===== config.mk =====
export PLATFORM = sky130hd
export DESIGN_NAME = sample_pos_accum_ram
export DESIGN_NICKNAME = d
export VERILOG_FILES = /design/src/rtl/sample_pos_accum_ram.sv
export SDC_FILE = /design/constraint.sdc
export NUM_CORES = 2
export LEC_CHECK = 0
export CELL_PAD_IN_SITES_DETAIL_PLACEMENT = 0
export CELL_PAD_IN_SITES_GLOBAL_PLACEMENT = 1
export CORE_MARGIN = 8
export CORE_UTILIZATION = 45
export DETAILED_ROUTE_END_ITERATION = 16
export GPL_TIMING_DRIVEN = 0
export PLACE_DENSITY_LB_ADDON = 0.1
export SLEW_MARGIN = 20
export SYNTH_ARGS = -nofsm -noshare
export SYNTH_HDL_FRONTEND = slang
export SYNTH_SLANG_ARGS = --single-unit

===== constraint.sdc =====
create_clock -name clk -period 15.35 [get_ports clk]
set_input_delay 1.535 -clock clk [delete_from_list [all_inputs] [get_ports clk]]
set_output_delay 1.535 -clock clk [all_outputs]
set_load 0.005 [all_outputs]

===== src/rtl/sample_pos_accum_ram.sv =====
// Per-channel sample-position accumulator over a single-port-write/registered-read RAM.
// Two-stage read-modify-write pipeline with forwarding, plus a clear sweep FSM.
module sample_pos_accum_ram #(
   parameter int ADDR_WIDTH = 8,
   parameter int DATA_WIDTH = 16
) (
   input  logic                  clk,
   input  logic                  reset,
   input  logic                  clear_req,
   output logic                  busy,
   input  logic                  req_valid,
   output logic                  req_ready,
   input  logic [ADDR_WIDTH-1:0] req_addr,
   input  logic [DATA_WIDTH-1:0] req_inc,
   input  logic                  req_sync,
   output logic                  rsp_valid,
   output logic [ADDR_WIDTH-1:0] rsp_addr,
   output logic [DATA_WIDTH-1:0] rsp_pos,
   output logic                  rsp_wrap
);
   typedef enum logic [1:0] {CLEAR, RUN, DRAIN} state_t;
   localparam int DEPTH = 1 << ADDR_WIDTH;

   state_t                state_q, state_d;
   logic [ADDR_WIDTH-1:0] clr_addr_q, clr_addr_d;
   logic [1:0]            vld_pipe_q, vld_pipe_d;
   logic [ADDR_WIDTH-1:0] s1_addr_q, s1_addr_d, s2_addr_q, s2_addr_d;
   logic [DATA_WIDTH-1:0] s1_inc_q, s1_inc_d, s2_inc_q, s2_inc_d;
   logic                  s1_sync_q, s1_sync_d, s2_sync_q, s2_sync_d;
   logic                  wb_vld_q, wb_vld_d;
   logic [ADDR_WIDTH-1:0] wb_addr_q, wb_addr_d;
   logic [DATA_WIDTH-1:0] wb_data_q, wb_data_d;
   logic                  rsp_valid_q, rsp_valid_d;
   logic [ADDR_WIDTH-1:0] rsp_addr_q, rsp_addr_d;
   logic [DATA_WIDTH-1:0] rsp_pos_q, rsp_pos_d;
   logic                  rsp_wrap_q, rsp_wrap_d;
   logic                  busy_q, busy_d;

   logic                  accept;
   logic [DATA_WIDTH-1:0] old_pos, new_pos;
   logic [DATA_WIDTH:0]   sum;
   logic                  new_wrap;
   logic                  ram_we;
   logic [ADDR_WIDTH-1:0] ram_waddr;
   logic [DATA_WIDTH-1:0] ram_wdata;
   logic [DATA_WIDTH-1:0] rd_q;
   logic [DATA_WIDTH-1:0] mem [DEPTH];

   assign busy      = busy_q;
   assign rsp_valid = rsp_valid_q;
   assign rsp_addr  = rsp_addr_q;
   assign rsp_pos   = rsp_pos_q;
   assign rsp_wrap  = rsp_wrap_q;

   // The RAM read coincides with the previous request's writeback and returns
   // the pre-write word, so the last write is forwarded on an address match.
   always_comb begin
      req_ready = (state_q == RUN) && !clear_req;
      accept    = req_valid && req_ready;
      old_pos   = (wb_vld_q && (wb_addr_q == s2_addr_q)) ? wb_data_q : rd_q;
      sum       = {1'b0, old_pos} + {1'b0, s2_inc_q};
      new_pos   = s2_sync_q ? '0 : sum[DATA_WIDTH-1:0];
      new_wrap  = !s2_sync_q && sum[DATA_WIDTH];
   end

   always_comb begin
      ram_we    = 1'b0;
      ram_waddr = s2_addr_q;
      ram_wdata = new_pos;
      if (!reset) begin
         if (state_q == CLEAR) begin
            ram_we    = 1'b1;
            ram_waddr = clr_addr_q;
            ram_wdata = '0;
         end else begin
            ram_we = vld_pipe_q[1];
         end
      end
   end

   always_comb begin
      state_d    = state_q;
      clr_addr_d = clr_addr_q;
      case (state_q)
         CLEAR: begin
            clr_addr_d = clr_addr_q + ADDR_WIDTH'(1);
            if (clr_addr_q == '1) state_d = RUN;
         end
         RUN:   if (clear_req) state_d = DRAIN;
         DRAIN: if (vld_pipe_q == '0) begin
            state_d    = CLEAR;
            clr_addr_d = '0;
         end
         default: state_d = CLEAR;
      endcase

      vld_pipe_d = {vld_pipe_q[0], accept};
      s1_addr_d  = accept ? req_addr : s1_addr_q;
      s1_inc_d   = accept ? req_inc  : s1_inc_q;
      s1_sync_d  = accept ? req_sync : s1_sync_q;
      s2_addr_d  = vld_pipe_q[0] ? s1_addr_q : s2_addr_q;
      s2_inc_d   = vld_pipe_q[0] ? s1_inc_q  : s2_inc_q;
      s2_sync_d  = vld_pipe_q[0] ? s1_sync_q : s2_sync_q;

      rsp_valid_d = vld_pipe_q[1];
      rsp_addr_d  = vld_pipe_q[1] ? s2_addr_q : rsp_addr_q;
      rsp_pos_d   = vld_pipe_q[1] ? old_pos   : rsp_pos_q;
      rsp_wrap_d  = vld_pipe_q[1] ? new_wrap  : rsp_wrap_q;

      wb_vld_d  = ram_we;
      wb_addr_d = ram_waddr;
      wb_data_d = ram_wdata;
      busy_d    = (state_d != RUN);
   end

   always_ff @(posedge clk) begin
      if (reset) begin
         state_q     <= CLEAR;
         clr_addr_q  <= '0;
         vld_pipe_q  <= '0;
         s1_addr_q   <= '0;
         s1_inc_q    <= '0;
         s1_sync_q   <= 1'b0;
         s2_addr_q   <= '0;
         s2_inc_q    <= '0;
         s2_sync_q   <= 1'b0;
         wb_vld_q    <= 1'b0;
         wb_addr_q   <= '0;
         wb_data_q   <= '0;
         rsp_valid_q <= 1'b0;
         rsp_addr_q  <= '0;
         rsp_pos_q   <= '0;
         rsp_wrap_q  <= 1'b0;
         busy_q      <= 1'b1;
      end else begin
         state_q     <= state_d;
         clr_addr_q  <= clr_addr_d;
         vld_pipe_q  <= vld_pipe_d;
         s1_addr_q   <= s1_addr_d;
         s1_inc_q    <= s1_inc_d;
         s1_sync_q   <= s1_sync_d;
         s2_addr_q   <= s2_addr_d;
         s2_inc_q    <= s2_inc_d;
         s2_sync_q   <= s2_sync_d;
         wb_vld_q    <= wb_vld_d;
         wb_addr_q   <= wb_addr_d;
         wb_data_q   <= wb_data_d;
         rsp_valid_q <= rsp_valid_d;
         rsp_addr_q  <= rsp_addr_d;
         rsp_pos_q   <= rsp_pos_d;
         rsp_wrap_q  <= rsp_wrap_d;
         busy_q      <= busy_d;
      end
   end

   always_ff @(posedge clk) begin
      if (ram_we) mem[ram_waddr] <= ram_wdata;
      rd_q <= mem[s1_addr_q];
   end
endmodule


==> metrics.md <==
| Metric | Value |
|---|---|
| Critical Path AT | 7.29 ns |
| Critical path class | reg -> reg |
| Sw Ratio | 20.6% |
| Layout area overhead | 17.5% |
| Crit path max fanout | 21 |
| Final setup TNS | 0 ns |
| Final #Nets | 8245 |
| EDFF count, synth | 4096 |
| CP Capture Type | flip-flop |
| DIE AREA | 379000 um2 |
| Routability Congestion | 0.932 |
| Multi-input logic area | 35300 um2 |
| Status | finished clean |
| Syn_area_per_cell | 22.1 um2 |
| Leakage | 59.1 nW |
| PD cells | 124 nW/um2 |
| Final setup violation count | 0 |
| Clk sinks | 4226 |
| Hold Crit Endpoint | s1_inc_q[6] |
| Max cap viols | 0 |
| Hold crit path type | reg -> reg |
| Fill cells | 27746 |
| Hold buffers post-CTS | 0 |
| R2R Path End | mem[128][12] |
| Worst-Margin Slew | 1.25 ns |
| Iteration-0 DRC Markers | 10747 |
| Multiplexer share of the synthesized area | 15.5% |
| Drt wl/cell | 39.6 um |
| Worst Path Required | 16.14 ns |
| Clk buf depth | 4 |
| CTS resizes | 0 |
| Hold Path Origin | s1_inc_q[6] |
| Rel. slew slack | 16.6% |
| Internal power | 18.8 mW |
| Top FF cell, synth | edfxtp_1 |
| Ports | 57 |
| First-pass GRT wire length | 712000 um |
| Final hold vios | 0 |
| TritonCTS clock tree | done |
| Yosys top cell area share | 76.0% |
| Fmax achieved | 154 MHz |
| YS warnings | 0 |
| Comb pwr share | 1.8% |
| Initial DRT Pass Iterations | 8 |
| H-tree level count | 5 |
| Pin count of the biggest net entering global routing | 73 |
| Total number of vias | 83549 |
| Clock skew | 0.0369 ns |
| CP startpoint kind | flip-flop |
| Depth of the worst register-to-register path | 22 |
| Chip Width | 616 um |
| RSZ-0062 raised after global routing | false |
| Share of synthesized registers carrying an async set or reset | 0% |
| Worst vdd ir | 0.100 mV |
| Synth Instances | 7325 |
| Final Cycle Share | 42.4% |
| Clock share of power | 44.6% |
| Vias per cell | 6.26 |
| Drc violations | 0 |
| Synth area leaders | edfxtp_1, mux4_2, dfxtp_1, nor2_1, mux2i_1 |
| Syn_nets | 7376 |
| Synth top cells by count | edfxtp_1, mux4_2, nor2_1 |
| Synth Area in Simple Gates | 2.03% |
| Largest area contributor in the netlist | edfxtp_1 |
| Antenna viol nets, final | 0 |
| P_sw | 4.87 mW |
| Largest family of logic cells by synthesized area | multiplexers |
| Die H | 616 um |
| Worst-path clk slew | 0.06 ns |
| Synth cell types | 69 |
| FF-to-FF Start | s2_addr_q[7] |
| Register area share after synthesis | 77.6% |
| Final count of pins violating max slew | 0 |
| Core Rows | 220 |
| Minimum clock period | 6.50 ns |
| Initial Util | 45.1% |
| Adder-Cell Fraction of Synth Area | 0.175% |
| R2r setup slk | 8.85 ns |
| Most common cell in the netlist | edfxtp_1 |
| Vias in the first global route | 82560 |
| Total GRT Usage | 27.4% |
| Post-DP HPWL | 375000 um |
| Synth Area in Compound Gates | 3.07% |
| Cell Area, Synth | 162000 um2 |
| Layout cells sized above 1 | 31.3% |
| Hold Slack | 0.456 ns |
| Reg area | 126000 um2 |
| Hold Crit Depth | 2 |
| Setup bufs post-CTS | 0 |
| Quantity of I/O buffers inserted on ports | 56 |
| Antenna violations before repair | 27 |
| Post-Route WL | 529000 um |
| Root buffer cell | clkbuf_16 |
| Core area | 359000 um2 |
| Inserted Clock Buffers | 441 |
| Flops & latches, synth | 4226 |
| GRT Residual Overflow | 0 |
| Skew-Pair Late Insertion Delay | 1.00 ns |
| Post-synthesis xor/xnor area fraction | 0.0866% |
| Register share of total power | 53.6% |
[how the worst max path moves through the flow]
stage / start / endpoint / slack [ns] / cells past startpoint
global placement: s2_addr_q[2] / mem[40][11] / -16.55 / 14
global route: s2_addr_q[7] / mem[8][12] / 8.45 / 22
finish: s2_addr_q[7] / mem[128][12] / 8.85 / 22
floorplan: s2_addr_q[2] / mem[0][14] / 0.54 / 14
detailed placement: reset / mem[189][4] / 8.69 / 9
CTS: s2_addr_q[7] / mem[40][11] / 8.87 / 21
[worst max-delay path, stage by stage, from the launching register on]
cell and delay [ns]:
dfxtp_1 0.30, clkbuf_1 0.42, xor2_1 0.17, nor4_1 0.21
nand3_1 0.17, nor4_4 0.56, buf_6 0.25, mux2_2 0.24
ha_1 0.18, inv_1 0.06, fa_1 0.42, nand3b_1 0.19
a21oi_1 0.24, o2111ai_1 0.25, a31oi_1 0.39, nor3_1 0.16
nor3b_4 0.73, buf_8 0.25, buf_8 0.19, buf_8 0.18
buf_6 0.22, buf_6 0.22, buf_6 0.22
[metal layers]
metal | up-vias | global-route usage, % | wire [um]
met5 | - | 0 | 41
met4 | 6 | 11.3 | 26200
met3 | 849 | 5.14 | 45200
met2 | 4160 | 43.6 | 250000
met1 | 45600 | 37.4 | 207000
li1 | 32934 | - | -
[power by group through the flow]
| stage | combinational, mW | sequential [mW] | clock (mW) |
|---|---|---|---|
| detailed placement | 0.427 | 12.9 | 0 |
| floorplan | 0.128 | 13.0 | 0 |
| finish | 0.431 | 12.7 | 10.5 |
| CTS | 0.427 | 12.7 | 10.7 |
| global route | 0.448 | 12.7 | 11.1 |
| global placement | 0.292 | 13.1 | 0 |
[flip-flops by register name, summed over array words and instances, names as in the netlist, 8 cells and up]
| register | count |
|---|---|
| mem | 4096 |
| s2_addr_q | 8 |
| s2_inc_q | 16 |
| s1_addr_q | 8 |
| rd_q | 16 |
| clr_addr_q | 8 |
| s1_inc_q | 16 |
| rsp_addr | 8 |
| rsp_pos | 16 |
| wb_data_q | 16 |
| wb_addr_q | 8 |
[cell usage in the layout, fill, tap and decap left out, types with 127 or more instances in the layout]
| cell | n |
|---|---|
| clkbuf_16 | 449 |
| nand2_1 | 139 |
| edfxtp_1 | 4096 |
| clkbuf_1 | 255 |
| buf_6 | 162 |
| a22o_1 | 128 |
| mux4_2 | 1024 |
| nor2_2 | 147 |
| o22ai_1 | 127 |
| dfxtp_1 | 130 |
[final cells by class]
cell class,count,share of cell area (%)
Timing Repair Buffer,426,3.42
Clock inverter,259,1.32
Tap cell,4773,3.14
Inverter,13,0.0257
Sequential cell,4226,66.1
Antenna cell,14,0.0184
Buffer,446,1.34
Multi-Input combinational cell,2640,18.6
Clock buffer,548,6.12
[metrics by stage]
step                cells  setup WS [ns]  area (um2)  total power, mW  util, %
finish              13345           8.85      190000             23.6     53.0
global placement    12154         -16.55      168000             13.4     47.0
global route        13333           8.45      190000             24.2     53.0
CTS                 13331           8.87      190000             23.8     53.0
detailed placement  12524           8.69      176000             13.3     49.0
floorplan            7325          0.541      162000             13.1        -
[logic make-up (layout without fill, tap and decap cells)]
| logic type | Yosys count | after routing |
|---|---|---|
| xor+xnor | 16 | 16 |
| flops | 4226 | 4226 |
| buf+inv | 459 | 1692 |
| compound gates | 661 | 661 |
| fa+ha+maj | 22 | 22 |
| other cells | 0 | 14 |
| simple gates | 728 | 728 |
| mux | 1213 | 1213 |
Note: power is estimated with default switching activity, not from simulation.
